--- src/rtl/nibble_addsub_seq_if.sv ---
// Operand/result bundle for nibble_addsub_seq.
// master drives the request side; slave is the sequencer.
interface nibble_addsub_seq_if #(
  parameter int unsigned W = 16
);
  logic         start;
  logic         op_sub;
  logic [W-1:0] a;
  logic [W-1:0] b;
  logic         busy;
  logic         done;
  logic [W-1:0] result;
  logic         cout;
  logic         ovf;
  logic         zero;

  modport master (
    output start, op_sub, a, b,
    input  busy, done, result, cout, ovf, zero
  );

  modport slave (
    input  start, op_sub, a, b,
    output busy, done, result, cout, ovf, zero
  );
endinterface

--- src/rtl/nibble_addsub_seq.sv ---
// Wide add/sub built from one 4-bit slice, one nibble per clock, carry chained in a register.
// Optional macro ADDSUB_SAT_EN: saturate the result on signed overflow at completion.
module nibble_addsub_seq #(
  parameter int unsigned NIBBLES = 4
) (
  input logic               clk,
  input logic               rst,
  nibble_addsub_seq_if.slave bus
);
  localparam int unsigned W  = 4 * NIBBLES;
  localparam int unsigned IW = $clog2(NIBBLES);

  typedef enum logic [1:0] {
    IDLE,
    RUN,
    DONE
  } state_t;

  state_t        r_state;
  logic [W-1:0]  r_a;
  logic [W-1:0]  r_b;
  logic          r_sub;
  logic [IW-1:0] r_idx;
  logic          r_carry;
  logic [W-1:0]  r_result;
  logic          r_busy;
  logic          r_done;
  logic          r_cout;
  logic          r_ovf;
  logic          r_zero;

  logic [3:0]    w_a_nib;
  logic [3:0]    w_b_nib;
  logic [4:0]    w_sum;
  logic [3:0]    w_low;
  logic          w_ovf;
  logic          w_last;
  logic [W-1:0]  w_res_full;
  logic [W-1:0]  w_res_final;

  always_comb begin
    w_a_nib    = r_a[{r_idx, 2'b00} +: 4];
    w_b_nib    = r_b[{r_idx, 2'b00} +: 4] ^ {4{r_sub}};
    w_sum      = {1'b0, w_a_nib} + {1'b0, w_b_nib} + {4'b0000, r_carry};
    // Carry into bit 3 of the slice; only meaningful on the top nibble.
    w_low      = {1'b0, w_a_nib[2:0]} + {1'b0, w_b_nib[2:0]} + {3'b000, r_carry};
    w_ovf      = w_low[3] ^ w_sum[4];
    w_last     = (r_idx == IW'(NIBBLES - 1));
    w_res_full = r_result;
    w_res_full[{r_idx, 2'b00} +: 4] = w_sum[3:0];
`ifdef ADDSUB_SAT_EN
    if (w_ovf)
      w_res_final = w_res_full[W-1] ? {1'b0, {(W-1){1'b1}}} : {1'b1, {(W-1){1'b0}}};
    else
      w_res_final = w_res_full;
`else
    w_res_final = w_res_full;
`endif
  end

  always_ff @(posedge clk) begin
    if (rst) begin
      r_state  <= IDLE;
      r_a      <= '0;
      r_b      <= '0;
      r_sub    <= 1'b0;
      r_idx    <= '0;
      r_carry  <= 1'b0;
      r_result <= '0;
      r_busy   <= 1'b0;
      r_done   <= 1'b0;
      r_cout   <= 1'b0;
      r_ovf    <= 1'b0;
      r_zero   <= 1'b0;
    end else begin
      r_done <= 1'b0;
      case (r_state)
        IDLE, DONE: begin
          if (bus.start) begin
            r_a     <= bus.a;
            r_b     <= bus.b;
            r_sub   <= bus.op_sub;
            r_idx   <= '0;
            r_carry <= bus.op_sub;
            r_busy  <= 1'b1;
            r_state <= RUN;
          end else begin
            r_state <= IDLE;
          end
        end
        RUN: begin
          r_carry <= w_sum[4];
          if (w_last) begin
            r_idx    <= '0;
            r_result <= w_res_final;
            r_cout   <= w_sum[4];
            r_ovf    <= w_ovf;
            r_zero   <= (w_res_final == '0);
            r_busy   <= 1'b0;
            r_done   <= 1'b1;
            r_state  <= DONE;
          end else begin
            r_idx    <= r_idx + IW'(1);
            r_result <= w_res_full;
          end
        end
        default: r_state <= IDLE;
      endcase
    end
  end

  assign bus.busy   = r_busy;
  assign bus.done   = r_done;
  assign bus.result = r_result;
  assign bus.cout   = r_cout;
  assign bus.ovf    = r_ovf;
  assign bus.zero   = r_zero;
endmodule
--- src/flat_wrapper.sv ---
// flat-port wrapper written by rule: the top's interface ports become plain ports
module nibble_addsub_seq_flat 
#(
  parameter int unsigned NIBBLES = 4
)
  (clk, rst, bus_start, bus_op_sub, bus_a, bus_b, bus_busy, bus_done, bus_result, bus_cout, bus_ovf, bus_zero);
  nibble_addsub_seq_if bus_i ();
  input logic clk;
  input logic rst;
  input wire logic [$bits(bus_i.start)-1:0] bus_start;
  input wire logic [$bits(bus_i.op_sub)-1:0] bus_op_sub;
  input wire logic [$bits(bus_i.a)-1:0] bus_a;
  input wire logic [$bits(bus_i.b)-1:0] bus_b;
  output wire logic [$bits(bus_i.busy)-1:0] bus_busy;
  output wire logic [$bits(bus_i.done)-1:0] bus_done;
  output wire logic [$bits(bus_i.result)-1:0] bus_result;
  output wire logic [$bits(bus_i.cout)-1:0] bus_cout;
  output wire logic [$bits(bus_i.ovf)-1:0] bus_ovf;
  output wire logic [$bits(bus_i.zero)-1:0] bus_zero;
  assign bus_i.start = bus_start;
  assign bus_i.op_sub = bus_op_sub;
  assign bus_i.a = bus_a;
  assign bus_i.b = bus_b;
  assign bus_busy = bus_i.busy;
  assign bus_done = bus_i.done;
  assign bus_result = bus_i.result;
  assign bus_cout = bus_i.cout;
  assign bus_ovf = bus_i.ovf;
  assign bus_zero = bus_i.zero;
  nibble_addsub_seq #(.NIBBLES(NIBBLES)) u_core (.clk(clk), .rst(rst), .bus(bus_i));
endmodule
--- config.mk ---
export PLATFORM = sky130hd
export DESIGN_NAME = nibble_addsub_seq_flat
export DESIGN_NICKNAME = d
export VERILOG_FILES = /design/src/rtl/nibble_addsub_seq_if.sv /design/src/rtl/nibble_addsub_seq.sv /design/src/flat_wrapper.sv
export SDC_FILE = /design/constraint.sdc
export NUM_CORES = 1
export LEC_CHECK = 0
export ABC_AREA = 1
export ABC_CLOCK_PERIOD_IN_PS = 3700
export CAP_MARGIN = 20
export CORE_ASPECT_RATIO = 1.4
export CORE_UTILIZATION = 30
export CTS_CLUSTER_SIZE = 28
export DETAILED_ROUTE_END_ITERATION = 10
export PLACE_DENSITY = 0.53
export SLEW_MARGIN = 10
export SYNTH_ARGS = -nofsm -noshare
export SYNTH_HDL_FRONTEND = slang
export SYNTH_SLANG_ARGS = --single-unit
export TNS_END_PERCENT = 1
--- constraint.sdc ---
create_clock -name clk -period 3.7 [get_ports clk]
set_input_delay 0.74 -clock clk [delete_from_list [all_inputs] [get_ports clk]]
set_output_delay 0.74 -clock clk [all_outputs]
set_load 0.05 [all_outputs]
* Word level (Yosys, flattened, before mapping)
Cells that the tools add are included.
** Word-level totals
- Input bits :: 36
- Output and inout port bits :: 21
- Bits in registers :: 59
** Cells by class
- Equal/unequal tests :: 5
- Muxes and demuxes :: 13
- Reductions and logical operators :: 9
- Bitwise operators :: 3
- Shifts and indexed selects :: 4
- $add $sub $neg :: 6
** Operators by type and width (number)
- $shiftx 16x5->4 :: 2
- $bwmux 16 :: 1
- $logic_not 16->1 :: 1
- $shift 4x6->16 const A :: 1
- $shiftx 4x6->16 :: 1
- $pmux 2 s2 :: 2
- $mux 2 :: 3
- $neg 4->6 :: 1
- $reduce_and 2->1 :: 3
- $add 4x4->5 :: 1
- $add 5x1->5 :: 1
- $mux 1 :: 5
- $add 3x3->4 :: 1
- $add 4x1->4 :: 1
- $eq 2x2->1 const B :: 2
- $pmux 1 s2 :: 2
- $reduce_or 2->1 :: 2
- $xor 4x4->4 :: 1
- $reduce_and 3->1 :: 1
- $add 2x1->2 const B :: 1
- $eq 2x1->1 const B :: 1
- $logic_not 2->1 :: 1
- $ne 2x1->1 const B :: 1
- $ne 2x2->1 const B :: 1
- 3 further kinds :: 3

* Depth between registers and ports, before layout
- Word-level depth :: 7
- Depth in mapped cells :: 19
- Gate-level depth less buffers :: 17

* Least setup slack after synthesis
Ideal clock, no wire load.
- Kind :: register to register
- Start point :: reg u_core.r_idx[0]
- End point :: reg u_core.r_zero (netlist: u_core.bus.zero)
- Setup slack :: 891 ps
- Library setup time :: 70 ps
- Data arrival time :: 2739 ps
- Data required time :: 3630 ps
- Period minus slack after synthesis :: 2809 ps
- Path buffers :: 3
- Stages on the path, launching flop included :: 19
- Cells stage by stage :: dfxtp_1 -> buf_2 -> buf_2 -> buf_4 -> nor2_1 -> o22ai_1 -> xor2_1 -> fa_1 -> fa_1 -> nor2_1 -> nand3_1 -> nand2_1 -> nor2_1 -> nand2_1 -> nor2_1 -> nand2_1 -> nor2_1 -> nand3_1 -> a21oi_1
** On the way
- Longest elaborated chain between the ends :: 7
- Elaborated cells on any way between the ends :: 12
** RTL lines
- start: declaration :: line nibble_addsub_seq.sv:23 : logic [IW-1:0] r_idx;
- start signal: assignment :: line nibble_addsub_seq.sv:103 : r_idx <= r_idx + IW'(1);
- $shiftx 16x5->4 :: line nibble_addsub_seq.sv:43 : w_b_nib = r_b[{r_idx, 2'b00} +: 4] ^ {4{r_sub}};
- $xor 4x4->4 :: line nibble_addsub_seq.sv:43
- $add 4x4->5 :: line nibble_addsub_seq.sv:44 : w_sum = {1'b0, w_a_nib} + {1'b0, w_b_nib} + {4'b0000, r_carry};
- $add 5x1->5 :: line nibble_addsub_seq.sv:44
- $shiftx 4x6->16 :: line nibble_addsub_seq.sv:50 : w_res_full[{r_idx, 2'b00} +: 4] = w_sum[3:0];
- $bwmux 16 :: line nibble_addsub_seq.sv:50
- $logic_not 16->1 :: line nibble_addsub_seq.sv:98 : r_zero <= (w_res_final == '0);
- end signal: assignment :: line nibble_addsub_seq.sv:98
- end: declaration :: line nibble_addsub_seq.sv:30 : logic r_zero;
Parallel ways exist; a longest one is shown, timed or not.
A chain may end at the register's enable or synchronous reset.

* Final worst setup path
- Start point :: reg u_core.r_idx[1]
- End point :: reg u_core.r_zero (netlist: u_core.bus.zero)
Same word-level chain as after synthesis.

==> flow_results.xml <==
<?xml version="1.0" encoding="UTF-8"?>
<metrics>
  <group name="logic_synthesis">
    <metric name="synth-xor-area-share" unit="%">1.49</metric>
    <metric name="async_reset_ff_share" unit="%">0</metric>
    <metric name="synth_simple_gate_area_share" unit="%">27.5</metric>
    <metric name="mappedNetlistArea" unit="sq um">2950</metric>
    <metric name="synth_mux_area_share" unit="%">0</metric>
    <metric name="combinational_family_with_the_most_area_after_synthesis" unit="">simple AND/OR/NAND/NOR gates</metric>
    <metric name="synth_enable_flop_cells" unit="">0</metric>
    <metric name="synth-compound-area-share" unit="%">16.1</metric>
    <metric name="synth_seq_cells" unit="">59</metric>
    <metric name="post_synthesis_sequential_area_ratio" unit="%">40.1</metric>
    <metric name="leading_register_cell_type_out_of_synthesis" unit="">sky130_fd_sc_hd__dfxtp_1</metric>
    <metric name="synthesis.instances" unit="">439</metric>
    <metric name="synth.avg_cell_area" unit="sq um">6.71</metric>
    <metric name="yosys.area_share.adder" unit="%">5.18</metric>
    <metric name="ys.warnings.count" unit="">0</metric>
    <metric name="post_synthesis_cell_type_count" unit="">28</metric>
    <metric name="synth.net_count" unit="">486</metric>
  </group>
  <group name="detailed_routing">
    <metric name="drt_wl_total" unit="mm">7.32</metric>
    <metric name="met2_wirelength" unit="mm">3.75</metric>
    <metric name="wl_met3" unit="um">291</metric>
    <metric name="detailedRoute.firstIterationViolations" unit="">114</metric>
    <metric name="vias" unit="">2778</metric>
    <metric name="final_antenna_net_count" unit="">0</metric>
    <metric name="detailed_route_drc_error_count" unit="">0</metric>
    <metric name="routedLengthMet1" unit="mm">3.08</metric>
    <metric name="route.detailed.vias_per_inst" unit="">4.44</metric>
    <metric name="wl_per_cell" unit="um">11.7</metric>
    <metric name="dr.max_layer_used" unit="">met4</metric>
    <metric name="dr.pass1.iters" unit="">4</metric>
  </group>
  <group name="clocking">
    <metric name="max-clock-path-buffers" unit="">2</metric>
    <metric name="cts_root_buf" unit="">sky130_fd_sc_hd__clkbuf_16</metric>
    <metric name="holdBufCountCts" unit="">0</metric>
    <metric name="tritoncts.num_buffers" unit="">9</metric>
    <metric name="tritoncts" unit="">built</metric>
    <metric name="clk_pin_slew_worst_paths" unit="ns">0.05</metric>
    <metric name="htree_depth" unit="">3</metric>
    <metric name="clock_latency" unit="ns">0.33</metric>
    <metric name="cts.repair_timing.setup_buffer_count" unit="">0</metric>
    <metric name="cts_resized" unit="">0</metric>
    <metric name="clock_sink_count" unit="">59</metric>
  </group>
  <group name="worst_hold_path">
    <metric name="timing.hold.worst_endpoint" unit="">u_core.r_b[6]</metric>
    <metric name="hold-path-cell-count" unit="">2</metric>
    <metric name="worstHoldStart" unit="">u_core.r_b[6]</metric>
    <metric name="worst_hold_path_type" unit="">reg -&gt; reg</metric>
  </group>
  <group name="finish">
    <metric name="layout.filler_cells" unit="">1012</metric>
    <metric name="design.final.nets" unit="">537</metric>
    <metric name="areaGrowthSynthToFinish" unit="%">32.2</metric>
    <metric name="antenna_cells_inserted" unit="">0</metric>
    <metric name="final_layout_size_suffix_gt1_share" unit="%">5.47</metric>
    <metric name="post-route-cell-area" unit="sq um">3900</metric>
  </group>
  <group name="worst_setup_path">
    <metric name="critPathMaxFanout" unit="">14</metric>
    <metric name="worst_r2r_startpoint" unit="">u_core.r_idx[1]</metric>
    <metric name="cp_data_required_time" unit="ns">3.96</metric>
    <metric name="ws_path_type" unit="">reg -&gt; reg</metric>
    <metric name="r2r_slack" unit="ns">0.80</metric>
    <metric name="worst-r2r-cell-count" unit="">16</metric>
    <metric name="crit_path_start_kind" unit="">register</metric>
    <metric name="setup.worst_path.end_class" unit="">register</metric>
    <metric name="worstPathArrival" unit="ns">3.16</metric>
    <metric name="worst_r2r_endpoint" unit="">u_core.bus.zero</metric>
  </group>
  <group name="floorplanning">
    <metric name="coreArea" unit="sq um">9510</metric>
    <metric name="num_io_pins" unit="">57</metric>
    <metric name="start_util" unit="%">31.0</metric>
    <metric name="die-area" unit="sq um">10200</metric>
    <metric name="die_h" unit="um">119</metric>
    <metric name="fp-row-count" unit="">42</metric>
    <metric name="die-width" unit="um">85.8</metric>
  </group>
  <group name="pwr">
    <metric name="worst_ir_drop_vdd" unit="mV">0.207</metric>
    <metric name="cellLeakagePower" unit="nW">1.73</metric>
    <metric name="cellPowerDensity" unit="nW/um^2">483</metric>
  </group>
  <group name="outcome">
    <metric name="outcome" unit="">finished clean</metric>
  </group>
  <group name="placed_design">
    <metric name="gp_routability_congestion" unit="">0.886</metric>
    <metric name="place.port_buffers" unit="">56</metric>
    <metric name="dpl.hpwl" unit="mm">5.42</metric>
    <metric name="dpl-instance-area" unit="sq um">3610</metric>
  </group>
  <group name="grt">
    <metric name="grt_pass1_vias" unit="">2802</metric>
    <metric name="grt_pass1_wl" unit="mm">12.7</metric>
    <metric name="global_route_total_usage_across_every_layer" unit="%">15.8</metric>
    <metric name="grt_max_degree" unit="">60</metric>
    <metric name="grt_antenna_before_repair" unit="">0</metric>
    <metric name="grt_remaining_overflow" unit="">0</metric>
  </group>
  <group name="timing">
    <metric name="hold_violations" unit="">0</metric>
    <metric name="setup_repair_after_global_routing_missed_its_margin" unit="">no</metric>
    <metric name="period_share" unit="%">78.4</metric>
    <metric name="worst-slew-pin-transition" unit="ns">0.832</metric>
    <metric name="finClkSkew" unit="ns">0.00691</metric>
    <metric name="timing.final.max_slew_violations" unit="">0</metric>
    <metric name="max-slew-margin-rel" unit="%">44.5</metric>
    <metric name="layout_min_cycle_time" unit="ns">2.90</metric>
    <metric name="fmax" unit="MHz">345</metric>
    <metric name="setup-violations-final" unit="">0</metric>
    <metric name="setup_tns" unit="ns">0</metric>
  </group>
  <group name="flow_run">
    <metric name="maxCapViolations" unit="">0</metric>
  </group>
</metrics>
==> flip-flops by register name, summed over array words and instances, names as in the netlist <==
name               flops
u_core.bus.result     16
u_core.r_a            16
u_core.r_b            16
u_core.r_idx           2
u_core.r_state         2
u_core.bus.busy        1
u_core.bus.cout        1
u_core.bus.done        1
u_core.bus.ovf         1
u_core.bus.zero        1
u_core.r_carry         1
u_core.r_sub           1
==> cells in the mapped netlist, types with 2 or more instances <==
cell / number / share of area, %
sky130_fd_sc_hd__a311o_1: 2 / 0.68
sky130_fd_sc_hd__ha_1: 9 / 3.8
sky130_fd_sc_hd__a21oi_1: 49 / 8.3
sky130_fd_sc_hd__inv_1: 48 / 6.1
sky130_fd_sc_hd__a211oi_1: 2 / 0.51
sky130_fd_sc_hd__nand4_1: 2 / 0.42
sky130_fd_sc_hd__dfxtp_1: 59 / 40
sky130_fd_sc_hd__buf_2: 6 / 1.0
sky130_fd_sc_hd__nand2_1: 130 / 17
sky130_fd_sc_hd__o22ai_1: 5 / 1.1
sky130_fd_sc_hd__fa_1: 2 / 1.4
sky130_fd_sc_hd__clkbuf_1: 9 / 1.1
sky130_fd_sc_hd__nand3_1: 16 / 2.7
sky130_fd_sc_hd__or2_2: 2 / 0.42
sky130_fd_sc_hd__a32o_1: 2 / 0.68
sky130_fd_sc_hd__nor2_1: 53 / 6.8
sky130_fd_sc_hd__buf_1: 5 / 0.64
sky130_fd_sc_hd__buf_4: 2 / 0.51
sky130_fd_sc_hd__nor2_2: 2 / 0.42
sky130_fd_sc_hd__o21ai_0: 21 / 3.6
sky130_fd_sc_hd__xor2_1: 5 / 1.5
sky130_fd_sc_hd__inv_2: 2 / 0.25
==> worst max-delay path, cell delays in order, from the launching register on <==
cell and delay (ns):
sky130_fd_sc_hd__dfxtp_1 0.30, sky130_fd_sc_hd__inv_1 0.34, sky130_fd_sc_hd__o21ai_0 0.17, sky130_fd_sc_hd__o22ai_1 0.17
sky130_fd_sc_hd__xor2_1 0.11, sky130_fd_sc_hd__fa_1 0.44, sky130_fd_sc_hd__fa_1 0.52, sky130_fd_sc_hd__nor2_1 0.07
sky130_fd_sc_hd__nand3_1 0.09, sky130_fd_sc_hd__nand2_1 0.06, sky130_fd_sc_hd__nor2_1 0.08, sky130_fd_sc_hd__nand2_1 0.06
sky130_fd_sc_hd__nor2_1 0.09, sky130_fd_sc_hd__nand2_1 0.06, sky130_fd_sc_hd__nor2_1 0.09, sky130_fd_sc_hd__nand3_1 0.07
sky130_fd_sc_hd__a21oi_1 0.11
==> through the flow <==
step	util, %	setup slack (ns)	total power, mW	cells	hold WS (ns)
2_1_floorplan	-	0.891	1.02	439	0.440
3_3_place_gp	37.9	0.863	1.16	610	0.452
3_5_place_dp	37.9	0.796	1.16	610	0.455
4_1_cts	40.7	0.788	1.90	625	0.463
5_1_grt	41.0	0.336	1.99	626	0.489
6_report	41.0	0.799	1.88	626	0.461
==> report_power, final <==
group / leakage [nW] / internal [mW] / switching (mW)
clock: 0.132 / 0.463 / 0.270
combinational: 1.11 / 0.168 / 0.274
sequential: 0.484 / 0.680 / 0.0254
==> cell type report <==
class,count,area [sq um],area share [%]
multi-input cells,308,1480,38.0
flip-flops and latches,59,1180,30.3
repair buffers,62,621,15.9
clock buffers,12,246,6.33
inverters,50,188,4.82
well taps,132,165,4.24
clock inverters,3,15.0,0.385
==> how the worst max path moves through the flow <==
stage | from | end | slack, ns | cells past startpoint
after detailed placement | u_core.r_idx[1] | u_core.bus.zero | 0.80 | 16
after CTS | u_core.r_idx[1] | u_core.bus.zero | 0.79 | 16
after floorplan | u_core.r_idx[0] | u_core.bus.zero | 0.89 | 18
after global routing | u_core.r_idx[1] | u_core.bus.zero | 0.34 | 16
after global placement | u_core.r_idx[0] | u_core.bus.zero | 0.86 | 16
final | u_core.r_idx[1] | u_core.bus.zero | 0.80 | 16
==> kinds of logic after synthesis <==
| family | Yosys count |
|---|---|
| fa+ha+maj | 11 |
| simple gates | 206 |
| flops | 59 |
| buf+inv | 72 |
| xor+xnor | 5 |
| compound gates | 86 |
==> routing by layer <==
metal | vias up | GRT usage (%)
met2 | 57 | 28.3
met4 | 0 | 7.40
met3 | 17 | 3.74
li1 | 1490 | -
met1 | 1214 | 17.2
met5 | - | 0
==> cells in the final DEF, fill, tap and decap left out <==
cell / Yosys / final
sky130_fd_sc_hd__nand2_1: 130 / 130
sky130_fd_sc_hd__dfxtp_1: 59 / 59
sky130_fd_sc_hd__clkdlybuf4s50_1: 0 / 55
sky130_fd_sc_hd__nor2_1: 53 / 53
sky130_fd_sc_hd__a21oi_1: 49 / 49
sky130_fd_sc_hd__inv_1: 48 / 48
sky130_fd_sc_hd__o21ai_0: 21 / 21
sky130_fd_sc_hd__nand3_1: 16 / 16
sky130_fd_sc_hd__ha_1: 9 / 9
sky130_fd_sc_hd__clkbuf_16: 0 / 9
sky130_fd_sc_hd__o22ai_1: 5 / 5
sky130_fd_sc_hd__xor2_1: 5 / 5
sky130_fd_sc_hd__buf_4: 2 / 5
sky130_fd_sc_hd__clkinv_2: 0 / 3
sky130_fd_sc_hd__inv_2: 2 / 2
sky130_fd_sc_hd__a32o_1: 2 / 2
sky130_fd_sc_hd__or2_2: 2 / 2
sky130_fd_sc_hd__a211oi_1: 2 / 2
sky130_fd_sc_hd__nor2_2: 2 / 2
sky130_fd_sc_hd__nand4_1: 2 / 2
sky130_fd_sc_hd__a311o_1: 2 / 2
sky130_fd_sc_hd__fa_1: 2 / 2
sky130_fd_sc_hd__clkbuf_1: 9 / 2
sky130_fd_sc_hd__or2_1: 1 / 1
sky130_fd_sc_hd__a32oi_1: 1 / 1
sky130_fd_sc_hd__a21oi_2: 1 / 1
sky130_fd_sc_hd__o21ai_1: 1 / 1
sky130_fd_sc_hd__o21bai_1: 1 / 1
sky130_fd_sc_hd__a31oi_1: 1 / 1
sky130_fd_sc_hd__clkbuf_8: 0 / 1
sky130_fd_sc_hd__buf_2: 6 / 1
sky130_fd_sc_hd__buf_16: 0 / 1
No activity file was read; power rests on OpenSTA's default activity.
==> edit 1: new RTL, same flow settings <==
Add a define of `ADDSUB_SAT_EN`.
--- a/src/rtl/nibble_addsub_seq.sv
+++ b/src/rtl/nibble_addsub_seq.sv
@@ -1,5 +1,7 @@
 // Wide add/sub built from one 4-bit slice, one nibble per clock, carry chained in a register.
 // Optional macro ADDSUB_SAT_EN: saturate the result on signed overflow at completion.
+`define ADDSUB_SAT_EN
+
 module nibble_addsub_seq #(
   parameter int unsigned NIBBLES = 4
 ) (
Function: changed (a bounded check fails within 10 cycles, from zero or initial values and one cycle with rst high).
==> edit 1 against the unedited design <==
Power is 8.4% higher; design area grew 6.3%; final cell count rose by 4.5%; sequential cell count unchanged; synthesized area grew 7.2%; combinational power is 9.0% higher; routed wire length rose by 20%; worst setup slack got worse by 0.15 ns; count of clock-buffer cells in the layout decreased by 1.
==> edit 1: results (changes against the unedited design) <==
[placement]
numPortBuffers=56  ; unchanged
gp_congestion=0.882  ; was 0.886
dp.final_hpwl_um=6730  ; was 5420 um

[logic_synthesis]
seq_area_frac_synth_pct=37.4  ; was 40.1%
async_flop_share_pct=0  ; unchanged
yosys.cell_types.count=36  ; was 28
synthTopCellsByCount=nand2_1, nor2_1, dfxtp_1, o21ai_0, inv_1  ; was nand2_1, dfxtp_1, nor2_1, a21oi_1, inv_1
synth_area_leaders=dfxtp_1, nand2_1, nor2_1, o21ai_0, ha_1  ; was dfxtp_1, nand2_1, a21oi_1, nor2_1, inv_1
synth_nets=508  ; was 486
synth_edf_count=0  ; unchanged
synthFlopType=dfxtp_1  ; unchanged
yosysWarnings=0  ; unchanged

[global_routing]
grt_pass1_wl_um=14500  ; was 12,700 um
grt_use_met3_pct=3.54  ; was 3.74%
grtUsageMet2_pct=31.2  ; was 28.3%
grt_pass1_vias=3054  ; was 2,802
grt_util_all_layers_pct=17.6  ; was 15.8%
grt_use_met1_pct=19.1  ; was 17.2%
antenna_found_initial=0  ; unchanged
grt_start_max_net_pins=36  ; was 60

[clock_tree]
clk_path_buf_depth=2  ; unchanged
cts-htree-levels=3  ; unchanged
cts_made_buffers=9  ; unchanged
clockRootBuffer=clkbuf_16  ; unchanged
post_cts_resized=0  ; unchanged
cts.clk_slew.worst_paths_ns=0.05  ; about the same
cts_setup_buffers=0  ; unchanged
clk_latency_ns=0.33  ; about the same

[power_and_ir_drop]
p_leak_nw=1.79  ; was 1.73 nW
peakVddDrop_v=0.000216  ; was 0.000207 V

[finish]
antenna_cells=0  ; unchanged
fin_nets=560  ; was 537
layout-drive-gt1-share_pct=7.75  ; was 5.47%

[route]
dr.pass1.iters=4  ; unchanged
via_per_inst=4.78  ; was 4.44
drt-total-wl_um=8810  ; was 7320 um
drt_iter0_markers=99  ; was 114

[hold_path]
hold_path.class=reg2reg  ; unchanged

[timing]
finalClockSkew_ns=0.00652  ; was 0.00691 ns
worst_pin_slew_ns=0.803  ; was 0.832 ns

[run_status]
status=complete, no violations  ; unchanged

[critical_path]
arrival_ns=3.32  ; was 3.16 ns
critPathSlowestCell=dfxtp_1  ; was fa_1
worst-path-max-fanout=11  ; was 14
cpPeakStageDelay_ns=0.49  ; was 0.52 ns

-- edit 1: cell count changes in the layout (fill, tap and decap cells not counted), sizes merged, moves of 4 or more --
cell	unedited run	this run
inv	50	24
o22ai	5	9
a21oi	50	18
o21ai	22	59
nor2	55	95
nand3	16	12
a22oi	0	12
nand2	130	116
-- edit 1: area by class of cell --
| class | count | area, um^2 |
|---|---|---|
| Clock buffer | 11 | 233 |
| Clock inverter | 3 | 65.1 |
| Fill cell | 1100 | 6150 |
| Inverter | 26 | 97.6 |
| Multi-Input combinational cell | 353 | 1770 |
| Sequential cell | 59 | 1180 |
| Tap cell | 138 | 173 |
| Timing Repair Buffer | 64 | 621 |
-- edit 1: cells by family after synthesis --
logic type	synth area share, %
AOI/OAI and AO/OA	18.3
and+or+nand+nor	31.8
adders and majority gates	4.83
buffers and inverters	6.53
DFF	37.4
xor gates and xnor gates	1.11
-- edit 1: critical path, delay by kind of cell (launching register included) --
kind	cells	cell delay (ns)
adder cells (fa/ha/maj)	2	0.88
AND/OR/NAND/NOR	8	0.82
flip-flops	1	0.49
AO/OA/AOI/OAI	3	0.41
buffers and inverters	2	0.22
XOR/XNOR	1	0.15
-- edit 1: through the flow --
stage          instances  power (mW)  worst slack [ns]  instance area (um^2)
2_1_floorplan        461        1.06             0.652                  3160
3_3_place_gp         640        1.19             0.720                  3840
3_5_place_dp         640        1.20             0.698                  3840
4_1_cts              654        2.06             0.688                  4140
5_1_grt              654        2.15             0.352                  4140
6_report             654        2.04             0.651                  4140
-- edit 1: final timing paths --
| path | start | to | slack, ns | cells after the start |
|---|---|---|---|---|
| worst max-delay path | u_core.r_idx[0] | u_core.bus.zero | 0.65 | 16 |
| worst min-delay path | u_core.bus.busy | u_core.bus.busy | 0.46 | 2 |
| worst max register to register | u_core.r_idx[0] | u_core.bus.zero | 0.65 | 16 |
| worst min register to register | u_core.bus.busy | u_core.bus.busy | 0.46 | 2 |
-- edit 1: where the power goes --
part           internal [mW]  switching, mW  total [mW]
sequential             0.676         0.0280       0.704
clock                  0.580          0.273       0.852
combinational          0.174          0.308       0.482
total                   1.43          0.608        2.04
-- edit 1: metal layers --
| layer | part of all wire [%] | vias to the layer above | wire length [um] |
|---|---|---|---|
| met5 | 0 | - | 0 |
| met4 | 3.3 | 0 | 289 |
| met3 | 3.9 | 20 | 341 |
| met2 | 52 | 78 | 4610 |
| met1 | 40 | 1412 | 3570 |
| li1 | - | 1614 | - |
==> edit 2: new RTL, same settings <==
Without the edit above. The 3 states of `state_t` get a one-hot encoding in 3 bits.
--- a/src/rtl/nibble_addsub_seq.sv
+++ b/src/rtl/nibble_addsub_seq.sv
@@ -10,10 +10,10 @@
   localparam int unsigned W  = 4 * NIBBLES;
   localparam int unsigned IW = $clog2(NIBBLES);
 
-  typedef enum logic [1:0] {
-    IDLE,
-    RUN,
-    DONE
+  typedef enum logic [2:0] {
+    IDLE = 3'b001,
+    RUN  = 3'b010,
+    DONE = 3'b100
   } state_t;
 
   state_t        r_state;
Function: same outputs for any inputs over 10 cycles, from zero or initial values and one cycle with rst high; not proved beyond that.
==> edit 2 against the unedited design <==
Synthesized area up 1.8%; clock skew decreased by 0.0032 ns; worst setup slack lost 0.084 ns; power decreased by 8.5%; routed wire length grew 3.4%; design area up 0.51%; sequential cell count up 1; global-route usage is 0.33 points higher; highest routed layer unchanged.
==> edit 2: results (changes against the unedited design) <==
[global_routing]
grt_pass1_wl_um=12700  ; about the same
grt_start_max_net_pins=58  ; was 60
grt_pass1_vias=2745  ; was 2,802
grt_util_all_layers_pct=16.1  ; was 15.8%

[power_and_ir_drop]
peakVddDrop_v=0.000230  ; was 0.000207 V
p_leak_nw=1.77  ; was 1.73 nW

[route]
drt_iter0_markers=102  ; was 114
wl_per_cell_um=12.1  ; was 11.7 um
dr.pass1.iters=7  ; was 4
via_per_inst=4.56  ; was 4.44

[placement]
place_inst=608  ; was 610
dp.final_hpwl_um=5600  ; was 5420 um
place_ws_ns=0.772  ; was 0.796 ns
gp_congestion=0.908  ; was 0.886
dpl_cell_area_um2=3660  ; was 3610 um^2

[finish]
fillers=1021  ; was 1,012
fin_nets=534  ; was 537
layout-drive-gt1-share_pct=4.28  ; was 5.47%
stdcell_count=623  ; was 626

[critical_path]
worst-path-max-fanout=15  ; was 14
arrival_ns=3.25  ; was 3.16 ns
rr_worst_depth=16  ; unchanged

[logic_synthesis]
seq_area_frac_synth_pct=40.1  ; about the same
synth.avg_cell_area_um2=6.86  ; was 6.71 um^2
synth_area_leaders=dfxtp_1, nand2_1, a21oi_1, o21ai_0, inv_1  ; was dfxtp_1, nand2_1, a21oi_1, nor2_1, inv_1
synth_nets=484  ; was 486
synthTopCellsByCount=nand2_1, inv_1, dfxtp_1, a21oi_1, o21ai_0  ; was nand2_1, dfxtp_1, nor2_1, a21oi_1, inv_1

[run_status]
status=complete, no violations  ; unchanged

[clock_tree]
clockRootBuffer=clkbuf_16  ; unchanged
cts_made_buffers=9  ; unchanged
cts_setup_buffers=0  ; unchanged
post_cts_resized=0  ; unchanged

[timing]
worst_pin_slew_ns=0.685  ; was 0.832 ns
finalClockSkew_ns=0.00375  ; was 0.00691 ns

-- edit 2: cell count changes in the layout (fill, tap and decap cells not counted), moves of 3 or more --
cell / before / now
o21ai_0: 21 / 51
nor2_1: 53 / 43
o211ai_1: 0 / 3
inv_1: 48 / 66
nand2_1: 130 / 87
a21oi_1: 49 / 57
o22ai_1: 5 / 0
-- edit 2: critical path, stage by stage (launching register included) --
cell and delay, ns:
dfxtp_1 0.50, inv_1 0.28, a21oi_1 0.21, a22oi_1 0.12, fa_1 0.42, fa_1 0.40, inv_1 0.06, nand2_1 0.09
nand3_1 0.10, nor2_1 0.04, nor2_1 0.13, nand2_1 0.07, nor2_1 0.15, nand2_1 0.07, nor2_1 0.08, nand3_1 0.08
a21oi_2 0.12
-- edit 2: final cells by class --
| cell class | instances | area (um^2) | share of cell area [%] |
|---|---|---|---|
| timing repair buffer | 61 | 598 | 15.3 |
| tap | 132 | 165 | 4.22 |
| sequential | 60 | 1200 | 30.7 |
| multi-input combinational | 287 | 1450 | 36.9 |
| clock inverter | 3 | 15.0 | 0.383 |
| clock buffer | 12 | 236 | 6.04 |
| inverter | 68 | 255 | 6.52 |
-- edit 2: logic make-up after synthesis --
logic type / Yosys count / synth area share, %
AND/OR/NAND/NOR: 154 / 21.3
AO/OA/AOI/OAI: 118 / 20.6
buffers and inverters: 90 / 11.8
flip-flops: 60 / 40.0
adder cells (fa/ha/maj): 11 / 5.09
XOR/XNOR: 4 / 1.17
-- edit 2: power breakdown --
group | switching, mW | total, mW | internal, mW
clock network | 0.275 | 0.720 | 0.445
registers | 0.0160 | 0.702 | 0.686
logic | 0.181 | 0.298 | 0.117
total | 0.472 | 1.72 | 1.25
-- edit 2: routing by layer --
metal | track usage [%] | vias up | wire (um) | share of wire [%]
li1 | - | 1498 | - | -
met1 | 17.3 | 1260 | 3160 | 42
met2 | 27.8 | 63 | 3840 | 51
met3 | 3.34 | 22 | 241 | 3.2
met4 | 11.3 | 0 | 329 | 4.3
met5 | 0 | - | 0 | 0
-- edit 2: path summary, 6_finish.rpt --
path	start	endpoint	slack, ns
max reg2reg	u_core.r_idx[0]	u_core.bus.zero	0.71
min	u_core.r_b[8]	u_core.r_b[8]	0.45
max	u_core.r_idx[0]	u_core.bus.zero	0.71
min reg2reg	u_core.r_b[8]	u_core.r_b[8]	0.45
